===== src/rtl/sprite_vga_if.sv =====
// Sprite ROM bus: the engine drives a texel address and takes back a 6-bit colour
// that must be valid in the same cycle as that registered address.
interface sprite_vga_if #(
    parameter int unsigned AW = 11
) ();
    logic [AW-1:0] rom_addr;
    logic [5:0]    rom_data;

    modport master (output rom_addr, input rom_data);
    modport slave  (input rom_addr, output rom_data);
endinterface


===== src/rtl/sprite_vga_engine.sv =====
// VGA timing generator that composites one scaled, animated, bouncing sprite over a
// flat background. Counter value to pins is a fixed two-stage pipeline.
module sprite_vga_engine #(
    parameter int unsigned VGA_WIDTH     = 640,
    parameter int unsigned VGA_HEIGHT    = 480,
    parameter int unsigned H_FRONT_PORCH = 16,
    parameter int unsigned H_SYNC_PULSE  = 96,
    parameter int unsigned H_BACK_PORCH  = 48,
    parameter int unsigned V_FRONT_PORCH = 10,
    parameter int unsigned V_SYNC_PULSE  = 2,
    parameter int unsigned V_BACK_PORCH  = 33,
    parameter bit          SYNC_POL      = 1'b1,
    parameter int unsigned SPR_W         = 32,
    parameter int unsigned SPR_H         = 20,
    parameter int unsigned SCALE_LOG2    = 3,
    parameter int unsigned ANIM_FRAMES   = 2,
    parameter int unsigned ANIM_DIV      = 16,
    parameter int unsigned X0            = 188,
    parameter int unsigned Y0            = 160,
    parameter int unsigned DX            = 2,
    parameter int unsigned DY            = 1,
    parameter logic [5:0]  TRANSPARENT   = 6'b111111,
    parameter logic [5:0]  BG_COLOR      = 6'b111000,
    localparam int unsigned AW = $clog2(ANIM_FRAMES * SPR_W * SPR_H),
    localparam int unsigned FW = (ANIM_FRAMES > 1) ? $clog2(ANIM_FRAMES) : 1
) (
    input  logic          clk,
    input  logic          rst_n,
    input  logic          enable,
    sprite_vga_if.master  rom,
    output logic [7:0]    vga_pmod,
    output logic          frame_start,
    output logic [FW-1:0] anim_frame
);
    localparam int unsigned H_TOTAL = VGA_WIDTH + H_FRONT_PORCH + H_SYNC_PULSE + H_BACK_PORCH;
    localparam int unsigned V_TOTAL = VGA_HEIGHT + V_FRONT_PORCH + V_SYNC_PULSE + V_BACK_PORCH;
    // One spare bit keeps pos + extent and the bounce tests free of wrap-around.
    localparam int unsigned PW = $clog2((H_TOTAL > V_TOTAL) ? H_TOTAL : V_TOTAL) + 1;
    localparam int unsigned DW = (ANIM_DIV > 1) ? $clog2(ANIM_DIV) : 1;
    localparam int unsigned SPR_SZ = SPR_W * SPR_H;

    localparam logic [PW-1:0] H_LAST = PW'(H_TOTAL - 1);
    localparam logic [PW-1:0] V_LAST = PW'(V_TOTAL - 1);
    localparam logic [PW-1:0] H_VIS  = PW'(VGA_WIDTH);
    localparam logic [PW-1:0] V_VIS  = PW'(VGA_HEIGHT);
    localparam logic [PW-1:0] HS_ON  = PW'(VGA_WIDTH + H_FRONT_PORCH);
    localparam logic [PW-1:0] HS_OFF = PW'(VGA_WIDTH + H_FRONT_PORCH + H_SYNC_PULSE);
    localparam logic [PW-1:0] VS_ON  = PW'(VGA_HEIGHT + V_FRONT_PORCH);
    localparam logic [PW-1:0] VS_OFF = PW'(VGA_HEIGHT + V_FRONT_PORCH + V_SYNC_PULSE);
    localparam logic [PW-1:0] EXT_X  = PW'(SPR_W << SCALE_LOG2);
    localparam logic [PW-1:0] EXT_Y  = PW'(SPR_H << SCALE_LOG2);
    localparam logic [PW-1:0] X_MAX  = PW'(VGA_WIDTH - (SPR_W << SCALE_LOG2));
    localparam logic [PW-1:0] Y_MAX  = PW'(VGA_HEIGHT - (SPR_H << SCALE_LOG2));
    localparam logic [PW-1:0] STEP_X = PW'(DX);
    localparam logic [PW-1:0] STEP_Y = PW'(DY);

    logic [PW-1:0] x_q, x_d, y_q, y_d;
    logic [PW-1:0] pos_x_q, pos_x_d, pos_y_q, pos_y_d;
    logic          dir_x_q, dir_x_d, dir_y_q, dir_y_d;
    logic [FW-1:0] anim_q, anim_d;
    logic [DW-1:0] div_q, div_d;
    logic          hit_q, hit_d, vis_q, vis_d, hs_q, hs_d, vs_q, vs_d;
    logic [AW-1:0] addr_q, addr_d;
    logic [7:0]    pmod_q, pmod_d;
    logic          fs_q, fs_d;

    logic          line_end, frame_end, flip_x, flip_y;
    logic [PW-1:0] nx_x, nx_y, off_x, off_y;
    logic [5:0]    colour;

    always_comb begin
        line_end  = (x_q == H_LAST);
        frame_end = line_end && (y_q == V_LAST);
        x_d = line_end ? '0 : x_q + 1'b1;
        y_d = y_q;
        if (line_end) y_d = (y_q == V_LAST) ? '0 : y_q + 1'b1;

        nx_x   = dir_x_q ? pos_x_q + STEP_X : pos_x_q - STEP_X;
        nx_y   = dir_y_q ? pos_y_q + STEP_Y : pos_y_q - STEP_Y;
        flip_x = dir_x_q ? (nx_x > X_MAX) : (pos_x_q < STEP_X);
        flip_y = dir_y_q ? (nx_y > Y_MAX) : (pos_y_q < STEP_Y);

        pos_x_d = pos_x_q;
        pos_y_d = pos_y_q;
        dir_x_d = dir_x_q;
        dir_y_d = dir_y_q;
        anim_d  = anim_q;
        div_d   = div_q;
        if (frame_end && enable) begin
            if (flip_x) dir_x_d = ~dir_x_q;
            else        pos_x_d = nx_x;
            if (flip_y) dir_y_d = ~dir_y_q;
            else        pos_y_d = nx_y;
            if (div_q == DW'(ANIM_DIV - 1)) begin
                div_d  = '0;
                anim_d = (anim_q == FW'(ANIM_FRAMES - 1)) ? '0 : anim_q + 1'b1;
            end else begin
                div_d = div_q + 1'b1;
            end
        end

        // Stage 1: hit test and texel address from the current counters.
        off_x  = x_q - pos_x_q;
        off_y  = y_q - pos_y_q;
        hit_d  = (x_q >= pos_x_q) && (x_q < pos_x_q + EXT_X) &&
                 (y_q >= pos_y_q) && (y_q < pos_y_q + EXT_Y);
        addr_d = hit_d ? AW'(32'(anim_q) * SPR_SZ + 32'(off_y >> SCALE_LOG2) * SPR_W +
                             32'(off_x >> SCALE_LOG2))
                       : addr_q;
        vis_d  = (x_q < H_VIS) && (y_q < V_VIS);
        hs_d   = (x_q >= HS_ON && x_q < HS_OFF) ? SYNC_POL : ~SYNC_POL;
        vs_d   = (y_q >= VS_ON && y_q < VS_OFF) ? SYNC_POL : ~SYNC_POL;
        fs_d   = (x_q == '0) && (y_q == '0);

        // Stage 2: rom_data now belongs to addr_q.
        colour = '0;
        if (vis_q) begin
            colour = (hit_q && rom.rom_data != TRANSPARENT) ? rom.rom_data : BG_COLOR;
        end
        pmod_d = {hs_q, colour[5], colour[3], colour[1], vs_q, colour[4], colour[2], colour[0]};
    end

    always_ff @(posedge clk) begin
        if (!rst_n) begin
            x_q     <= '0;
            y_q     <= '0;
            pos_x_q <= PW'(X0);
            pos_y_q <= PW'(Y0);
            dir_x_q <= 1'b1;
            dir_y_q <= 1'b1;
            anim_q  <= '0;
            div_q   <= '0;
            hit_q   <= 1'b0;
            vis_q   <= 1'b0;
            hs_q    <= ~SYNC_POL;
            vs_q    <= ~SYNC_POL;
            addr_q  <= '0;
            pmod_q  <= {~SYNC_POL, 3'b000, ~SYNC_POL, 3'b000};
            fs_q    <= 1'b0;
        end else begin
            x_q     <= x_d;
            y_q     <= y_d;
            pos_x_q <= pos_x_d;
            pos_y_q <= pos_y_d;
            dir_x_q <= dir_x_d;
            dir_y_q <= dir_y_d;
            anim_q  <= anim_d;
            div_q   <= div_d;
            hit_q   <= hit_d;
            vis_q   <= vis_d;
            hs_q    <= hs_d;
            vs_q    <= vs_d;
            addr_q  <= addr_d;
            pmod_q  <= pmod_d;
            fs_q    <= fs_d;
        end
    end

    assign rom.rom_addr = addr_q;
    assign vga_pmod     = pmod_q;
    assign frame_start  = fs_q;
    assign anim_frame   = anim_q;
endmodule


===== src/flat_wrapper.sv =====
// flat-port wrapper written by rule: the top's interface ports become plain ports
module sprite_vga_engine_flat 
#(
    parameter int unsigned VGA_WIDTH     = 640,
    parameter int unsigned VGA_HEIGHT    = 480,
    parameter int unsigned H_FRONT_PORCH = 16,
    parameter int unsigned H_SYNC_PULSE  = 96,
    parameter int unsigned H_BACK_PORCH  = 48,
    parameter int unsigned V_FRONT_PORCH = 10,
    parameter int unsigned V_SYNC_PULSE  = 2,
    parameter int unsigned V_BACK_PORCH  = 33,
    parameter bit          SYNC_POL      = 1'b1,
    parameter int unsigned SPR_W         = 32,
    parameter int unsigned SPR_H         = 20,
    parameter int unsigned SCALE_LOG2    = 3,
    parameter int unsigned ANIM_FRAMES   = 2,
    parameter int unsigned ANIM_DIV      = 16,
    parameter int unsigned X0            = 188,
    parameter int unsigned Y0            = 160,
    parameter int unsigned DX            = 2,
    parameter int unsigned DY            = 1,
    parameter logic [5:0]  TRANSPARENT   = 6'b111111,
    parameter logic [5:0]  BG_COLOR      = 6'b111000,
    localparam int unsigned AW = $clog2(ANIM_FRAMES * SPR_W * SPR_H),
    localparam int unsigned FW = (ANIM_FRAMES > 1) ? $clog2(ANIM_FRAMES) : 1
)
  (clk, rst_n, enable, vga_pmod, frame_start, anim_frame, rom_rom_addr, rom_rom_data);
  sprite_vga_if #(.AW(11)) rom_i ();
  input  logic clk;
  input  logic rst_n;
  input  logic enable;
  output logic [7:0] vga_pmod;
  output logic frame_start;
  output logic [FW-1:0] anim_frame;
  output wire logic [$bits(rom_i.rom_addr)-1:0] rom_rom_addr;
  input wire logic [$bits(rom_i.rom_data)-1:0] rom_rom_data;
  assign rom_rom_addr = rom_i.rom_addr;
  assign rom_i.rom_data = rom_rom_data;
  sprite_vga_engine #(.VGA_WIDTH(VGA_WIDTH), .VGA_HEIGHT(VGA_HEIGHT), .H_FRONT_PORCH(H_FRONT_PORCH), .H_SYNC_PULSE(H_SYNC_PULSE), .H_BACK_PORCH(H_BACK_PORCH), .V_FRONT_PORCH(V_FRONT_PORCH), .V_SYNC_PULSE(V_SYNC_PULSE), .V_BACK_PORCH(V_BACK_PORCH), .SYNC_POL(SYNC_POL), .SPR_W(SPR_W), .SPR_H(SPR_H), .SCALE_LOG2(SCALE_LOG2), .ANIM_FRAMES(ANIM_FRAMES), .ANIM_DIV(ANIM_DIV), .X0(X0), .Y0(Y0), .DX(DX), .DY(DY), .TRANSPARENT(TRANSPARENT), .BG_COLOR(BG_COLOR)) u_core (.clk(clk), .rst_n(rst_n), .enable(enable), .rom(rom_i), .vga_pmod(vga_pmod), .frame_start(frame_start), .anim_frame(anim_frame));
endmodule

===== config.mk =====
export PLATFORM = sky130hd
export DESIGN_NAME = sprite_vga_engine_flat
export DESIGN_NICKNAME = d
export VERILOG_FILES = /design/src/rtl/sprite_vga_if.sv /design/src/rtl/sprite_vga_engine.sv /design/src/flat_wrapper.sv
export SDC_FILE = /design/constraint.sdc
export NUM_CORES = 1
export LEC_CHECK = 0
export ABC_AREA = 1
export CORE_AREA = 5 5 105 107
export CTS_BUF_LIST = sky130_fd_sc_hd__clkbuf_4
export DETAILED_ROUTE_END_ITERATION = 12
export DIE_AREA = 0 0 110 112
export PLACE_DENSITY = 0.75
export SLEW_MARGIN = 20
export SYNTH_ARGS = -nofsm -noshare
export SYNTH_HDL_FRONTEND = slang
export SYNTH_SLANG_ARGS = --single-unit

===== constraint.sdc =====
create_clock -name clk -period 3.5 [get_ports clk]
set_input_delay 0.525 -clock clk [delete_from_list [all_inputs] [get_ports clk]]
set_output_delay 0.525 -clock clk [all_outputs]
set_load 0.01 [all_outputs]

### Word-level counts from Yosys, hierarchy flattened

Cells that the tools add are included.

| storage, ports and cells | value |
|---|---|
| word-level logic and storage cells | 85 |
| flip-flop bits (word level) | 75 |

| cells by class | value |
|---|---|
| bitwise gates (word level) | 5 |
| $add $sub $neg | 14 |
| reductions and logical operators | 20 |
| mux-type cells | 10 |
| multipliers | 1 |
| order comparisons | 14 |
| equal/unequal tests | 4 |

Operators by type and width:

| operator | number |
|---|---|
| 11-bit by 1-bit adder with 11-bit output, second input constant | 3 |
| 11-bit two-way mux | 3 |
| 11-bit by 10-bit equality test with 1-bit output, second input constant | 2 |
| 11-bit greater-or-equal comparator | 2 |
| 11-bit by 9-bit > comparator with 1-bit output, second input constant | 2 |
| 11-bit zero test | 2 |
| 11-bit by 10-bit < comparator with 1-bit output, second input constant | 2 |
| 11-bit < comparator | 2 |
| 11-bit by 9-bit < comparator with 1-bit output, second input constant | 2 |
| 2-bit AND reduction | 6 |
| 11-bit adder | 1 |
| 11-bit by 2-bit adder with 11-bit output, second input constant | 1 |
| 11-bit by 8-bit adder with 11-bit output | 1 |
| 11-bit by 8-bit adder with 11-bit output, second input constant | 1 |
| 11-bit by 9-bit adder with 11-bit output, second input constant | 1 |
| 11-bit by 10-bit greater-or-equal comparator with 1-bit output, second input constant | 1 |
| 11-bit by 9-bit greater-or-equal comparator with 1-bit output, second input constant | 1 |
| 11-bit by 1-bit < comparator with 1-bit output, second input constant | 1 |
| 11-bit by 2-bit < comparator with 1-bit output, second input constant | 1 |
| 11-bit by 1-bit subtractor with 11-bit output, second input constant | 1 |
| 11-bit subtractor | 1 |
| 11-bit by 2-bit subtractor with 11-bit output, second input constant | 1 |
| 1-bit logical AND | 10 |
| 9-bit subtractor | 1 |
| other kinds (11) | 19 |

### Logic depth before layout (Yosys ltp)

| depth | value |
|---|---|
| depth after elaboration | 6 |
| depth in mapped cells | 23 |

### Worst setup path before layout

OpenSTA, ideal clock, no wires.

| timing path | value |
|---|---|
| path kind | register to register |
| start point | register u_core.pos_x_q[4] |
| end point | register u_core.addr_q[10], in the netlist u_core.rom.rom_addr[10] |
| stages on the path, launching flop included | 24 |
| slack | -0.088 ns |
| buffers on the path | 0 |
| data arrival time | 3.518 ns |
| data required time | 3.430 ns |
| setup time | 0.070 ns |
| path through | dfxtp_1 inv_1 ha_1 a21oi_1 o21ai_0 inv_1 o21ai_0 nand2_1 nand2_1 a21oi_1 inv_1 a21oi_1 xnor2_1 fa_1 inv_1 fa_1 inv_1 nand2_1 nand2_1 nand2_1 xor2_1 xor2_1 nand3_1 a21oi_1 |

| between the ends | value |
|---|---|
| cells in the longest elaborated chain, start to end | 5 |
| elaborated cells on any way between the ends | 8 |

RTL lines:

| what | line | source |
|---|---|---|
| start, declared | sprite_vga_engine.sv:58 | `logic [PW-1:0] pos_x_q, pos_x_d, pos_y_q, pos_y_d;` |
| start signal, assigned | sprite_vga_engine.sv:127 | `pos_x_q <= PW'(X0);` |
| start signal, assigned | sprite_vga_engine.sv:143 | `pos_x_q <= pos_x_d;` |
| 11-bit by 9-bit adder with 11-bit output | sprite_vga_engine.sv:105 | `hit_d = (x_q >= pos_x_q) && (x_q < pos_x_q + EXT_X) &&` |
| 11-bit < comparator | sprite_vga_engine.sv:105 |  |
| 1-bit logical AND (2 in a row) | sprite_vga_engine.sv:105 |  |
| 1-bit logical AND | sprite_vga_engine.sv:106 | `(y_q >= pos_y_q) && (y_q < pos_y_q + EXT_Y);` |
| end signal, assigned | sprite_vga_engine.sv:153 | `addr_q <= addr_d;` |
| end, declared | sprite_vga_engine.sv:63 | `logic [AW-1:0] addr_q, addr_d;` |

Several ways; a longest one is shown, not always the timed one.
A chain may end at the register's enable or synchronous reset.

### Worst setup path in the final report

Same ends and word-level chain as after synthesis.

==> results.tsv <==
stage	metric	value	unit
sta	Hold WS	425.6	ps
sta	final period utilization	97.77	%
clock_tree	CTS Buf Count	9	
sta	setup TNS	0	ps
sta	final hold viol count	0	
floorplanning	Die W	110	um
route	Initial DRC Count	261	
critical_path	crit-path max cell delay	560	ps
critical_path	CP cell instances	inv_2 > ha_4 > a21oi_4 > o21ai_2 > inv_2 > o21ai_2 > nand2_1 > nand2_2 > a21oi_2 > inv_1 > a21oi_2 > xnor2_2 > fa_1 > inv_2 > fa_2 > inv_2 > nand2_2 > nand2_1 > nand2_1 > xor2_1 > xor2_1 > nand3_1 > a21oi_1	
power_and_ir_drop	Pint	1.090	mW
global_routing	total grt overflow	0	
sta	f_max	292.2	MHz
sta	final worst slack	77.98	ps
power_and_ir_drop	PwrDens	232.8	mW/mm^2
power_and_ir_drop	switching share of power	25.51	%
finish	multi-input gate area in the final layout	0.003512	mm^2
yosys	register bit total from synthesis	74	
route	routed len/inst	14.24	um
floorplanning	chip height	112	um
global_routing	first-pass GRT wire length	23.60	mm
critical_path	crit start category	flop	
yosys	main flop type after synthesis	dfxtp_1	
global_routing	GR Util met3	3.536	%
route	drc violations	0	
sta	Layout Skew	24.73	ps
finish	most common cell after layout, fill and taps aside	nand2_1	
clock_tree	cts hold-fix bufs	0	
critical_path	worst-path fanout max	3	
sta	worst slew pin tran	632.6	ps
global_routing	layer carrying the most global-route usage	met2	
placed_design	gpl congestion	0.9641	
run	MaxCap Viol Count	0	
power_and_ir_drop	Flop pwr share	58.2	%
finish	fin nets	907	
critical_path	cell mode on critical path	inv_2	
critical_path	Crit Path Class	flop to flop	
power_and_ir_drop	switching power	0.3733	mW
yosys	syn_area_per_cell	6.866	um^2
finish	Reg area	0.001489	mm^2
yosys	ys async rst share	0	%
yosys	number of enable flip-flop cells after synthesis	0	
critical_path	slowest stage cell, crit path	fa_1	
yosys	post-synth cell types	49	
global_routing	vias in the first global route	5136	
global_routing	met1 Usage GRT	29.69	%
floorplanning	area of the core	0.01005	mm^2
yosys	sequential cell area fraction in the yosys report	27.73	%
yosys	syn_nets	840	
floorplanning	Die ar.	0.01232	mm^2
sta	# setup viols final	0	
sta	minimum clock period	3422	ps
finish	Synth-to-Final Area Change	17.69	%
critical_path	critical path capture point type	flop	
clock_tree	clock-pin slew on the worst setup and hold paths	130	ps
power_and_ir_drop	Comb pwr share	4.3	%
placed_design	port bufs	29	
finish	commonest cells after routing, fill and taps aside	170 x nand2_1, 82 x nor2_1, 79 x inv_1	
clock_tree	Sink Count	74	
floorplanning	Initial Utilization	53.17	%
clock_tree	CTS tree	done	
route	Post-DRT Antenna Nets	0	
yosys	Syn Inst Count	778	
finish	Fill cells	915	
global_routing	largest net degree at the start of global routing	21	
route	vias after detailed routing	5351	
floorplanning	cell row count	37	
floorplanning	I/O pin count	30	
global_routing	met2 usage	41.26	%
finish	layout cell share with drive strength beyond 1	15.41	%
critical_path	Required @ worst endpoint	3900	ps
sta	Slew Limit Fails	0	
route	drt pass-1 iters	5	
power_and_ir_drop	static leakage	2.807	nW
clock_tree	H-Tree Depth	3	
clock_tree	clk_lat worst skew	460	ps
route	Vias/cell	5.427	
power_and_ir_drop	clock share of power	37.5	%
sta	RSZ-0062 raised after global routing	yes	
finish	utilization after layout	62.57	%
status	outcome	completed	
clock_tree	Clock Tree Root	clkbuf_4	
sta	Rel. slew slack	57.78	%
placed_design	hpwl dp	11.03	mm
global_routing	initial antenna violation count	0	
worst_hold_path	worst hold-check path type	flop to flop	
placed_design	pre-CTS worst setup slack	-206.3	ps
power_and_ir_drop	peak supply drop	0.1909	mV
yosys	Mapped Area	0.005341	mm^2
finish	diode count	0	
clock_tree	Clock Path Buffers	2	
critical_path	Worst Path Arrival	3820	ps
yosys	Synth Warn #	0	
route	DRT Wirelength	14.04	mm
global_routing	Total GRT Usage	23.79	%
==> area by class of cell <==
class / count / share of cell area [%]
Inverter: 97 / 5.792
Sequential cell: 74 / 23.69
Clock inverter: 7 / 1.115
Tap cell: 136 / 2.707
Multi-Input combinational cell: 591 / 55.87
Timing Repair Buffer: 72 / 9.753
Clock buffer: 9 / 1.075
==> state kept, by name (all words and copies together), names as in the netlist <==
name                 flops
u_core.dir_x_q           1
u_core.pos_x_q          10
u_core.pos_y_q          11
u_core.rom.rom_addr     11
u_core.dir_y_q           1
u_core.div_q             4
u_core.frame_start       1
u_core.y_q              11
u_core.vga_pmod          8
u_core.x_q              11
u_core.vis_q             1
u_core.anim_frame        1
u_core.vs_q              1
u_core.hit_q             1
u_core.hs_q              1
==> logic make-up (layout without fill, tap and decap cells) <==
kind of cell | Yosys count | after routing | synth area share [%]
AO/OA/AOI/OAI | 102 | 102 | 10.78
flip-flops | 74 | 74 | 27.73
XOR/XNOR | 29 | 29 | 4.755
adder cells (fa/ha/maj) | 53 | 53 | 12.70
AND/OR/NAND/NOR | 407 | 407 | 35.14
buffers and inverters | 113 | 185 | 8.901
==> Yosys cell counts (7+ instances only) <==
| master | number | area share, % |
|---|---|---|
| a21oi_1 | 57 | 5.3 |
| inv_1 | 84 | 5.9 |
| dfxtp_1 | 74 | 28 |
| ha_1 | 51 | 12 |
| nor2_1 | 83 | 5.8 |
| nand3b_1 | 8 | 1.1 |
| nand3_1 | 65 | 6.1 |
| o21ai_1 | 8 | 0.75 |
| xnor2_1 | 7 | 1.1 |
| nor4_1 | 9 | 1.1 |
| nor3_1 | 15 | 1.4 |
| o21ai_0 | 19 | 1.8 |
| nand4_1 | 23 | 2.7 |
| inv_2 | 11 | 0.77 |
| nand2_1 | 174 | 12 |
| xor2_1 | 22 | 3.6 |
==> repair_timing <==
| action | 4_1_cts | 5_1_grt |
|---|---|---|
| buffers inserted | 0 | 4 |
| endpoints found under the hold margin | 0 | 0 |
| gates resized for setup | 10 | 21 |
| setup endpoints to repair | 1 | 2 |
| pin swaps | 3 | 17 |
==> worst paths after layout <==
kind	start	end	slack, ps	cells past startpoint
worst min register to register	u_core.vs_q	u_core.vga_pmod[3]	430	2
worst min-delay path	u_core.vs_q	u_core.vga_pmod[3]	430	2
worst max-delay path	u_core.pos_x_q[4]	u_core.rom.rom_addr[10]	80	23
worst max register to register	u_core.pos_x_q[4]	u_core.rom.rom_addr[10]	80	23
==> critical path: cells and delay by family, from the launching register on <==
family                   cells  cell delay (ps)
XOR/XNOR                     3              410
AND/OR/NAND/NOR              6              410
buffers and inverters        5              300
flip-flops                   1              360
adder cells (fa/ha/maj)      3             1120
AO/OA/AOI/OAI                6              770
==> per-layer routing <==
layer / wire length [um] / part of all wire (%) / vias to the layer above
li1: - / - / 2710
met1: 6088 / 43 / 2477
met2: 7067 / 50 / 136
met3: 618 / 4.4 / 28
met4: 268 / 1.9 / 0
met5: 0 / 0 / -
==> power groups by stage <==
stage | combinational [mW] | sequential [mW] | clock [mW]
2_1_floorplan | 0.0293 | 0.872 | 0
3_3_place_gp | 0.0596 | 0.870 | 0
3_5_place_dp | 0.0611 | 0.870 | 0
4_1_cts | 0.0615 | 0.852 | 0.566
5_1_grt | 0.0697 | 0.853 | 0.602
6_report | 0.0627 | 0.852 | 0.549
==> through the flow <==
stage	total power, mW	cell area, um^2	std cells
6_report	1.463	6286	986
5_1_grt	1.524	6286	986
4_1_cts	1.479	6181	982
3_5_place_dp	0.9314	6005	966
3_3_place_gp	0.9298	6005	966
2_1_floorplan	0.9009	5363	778
No activity file was read; power rests on OpenSTA's default activity.
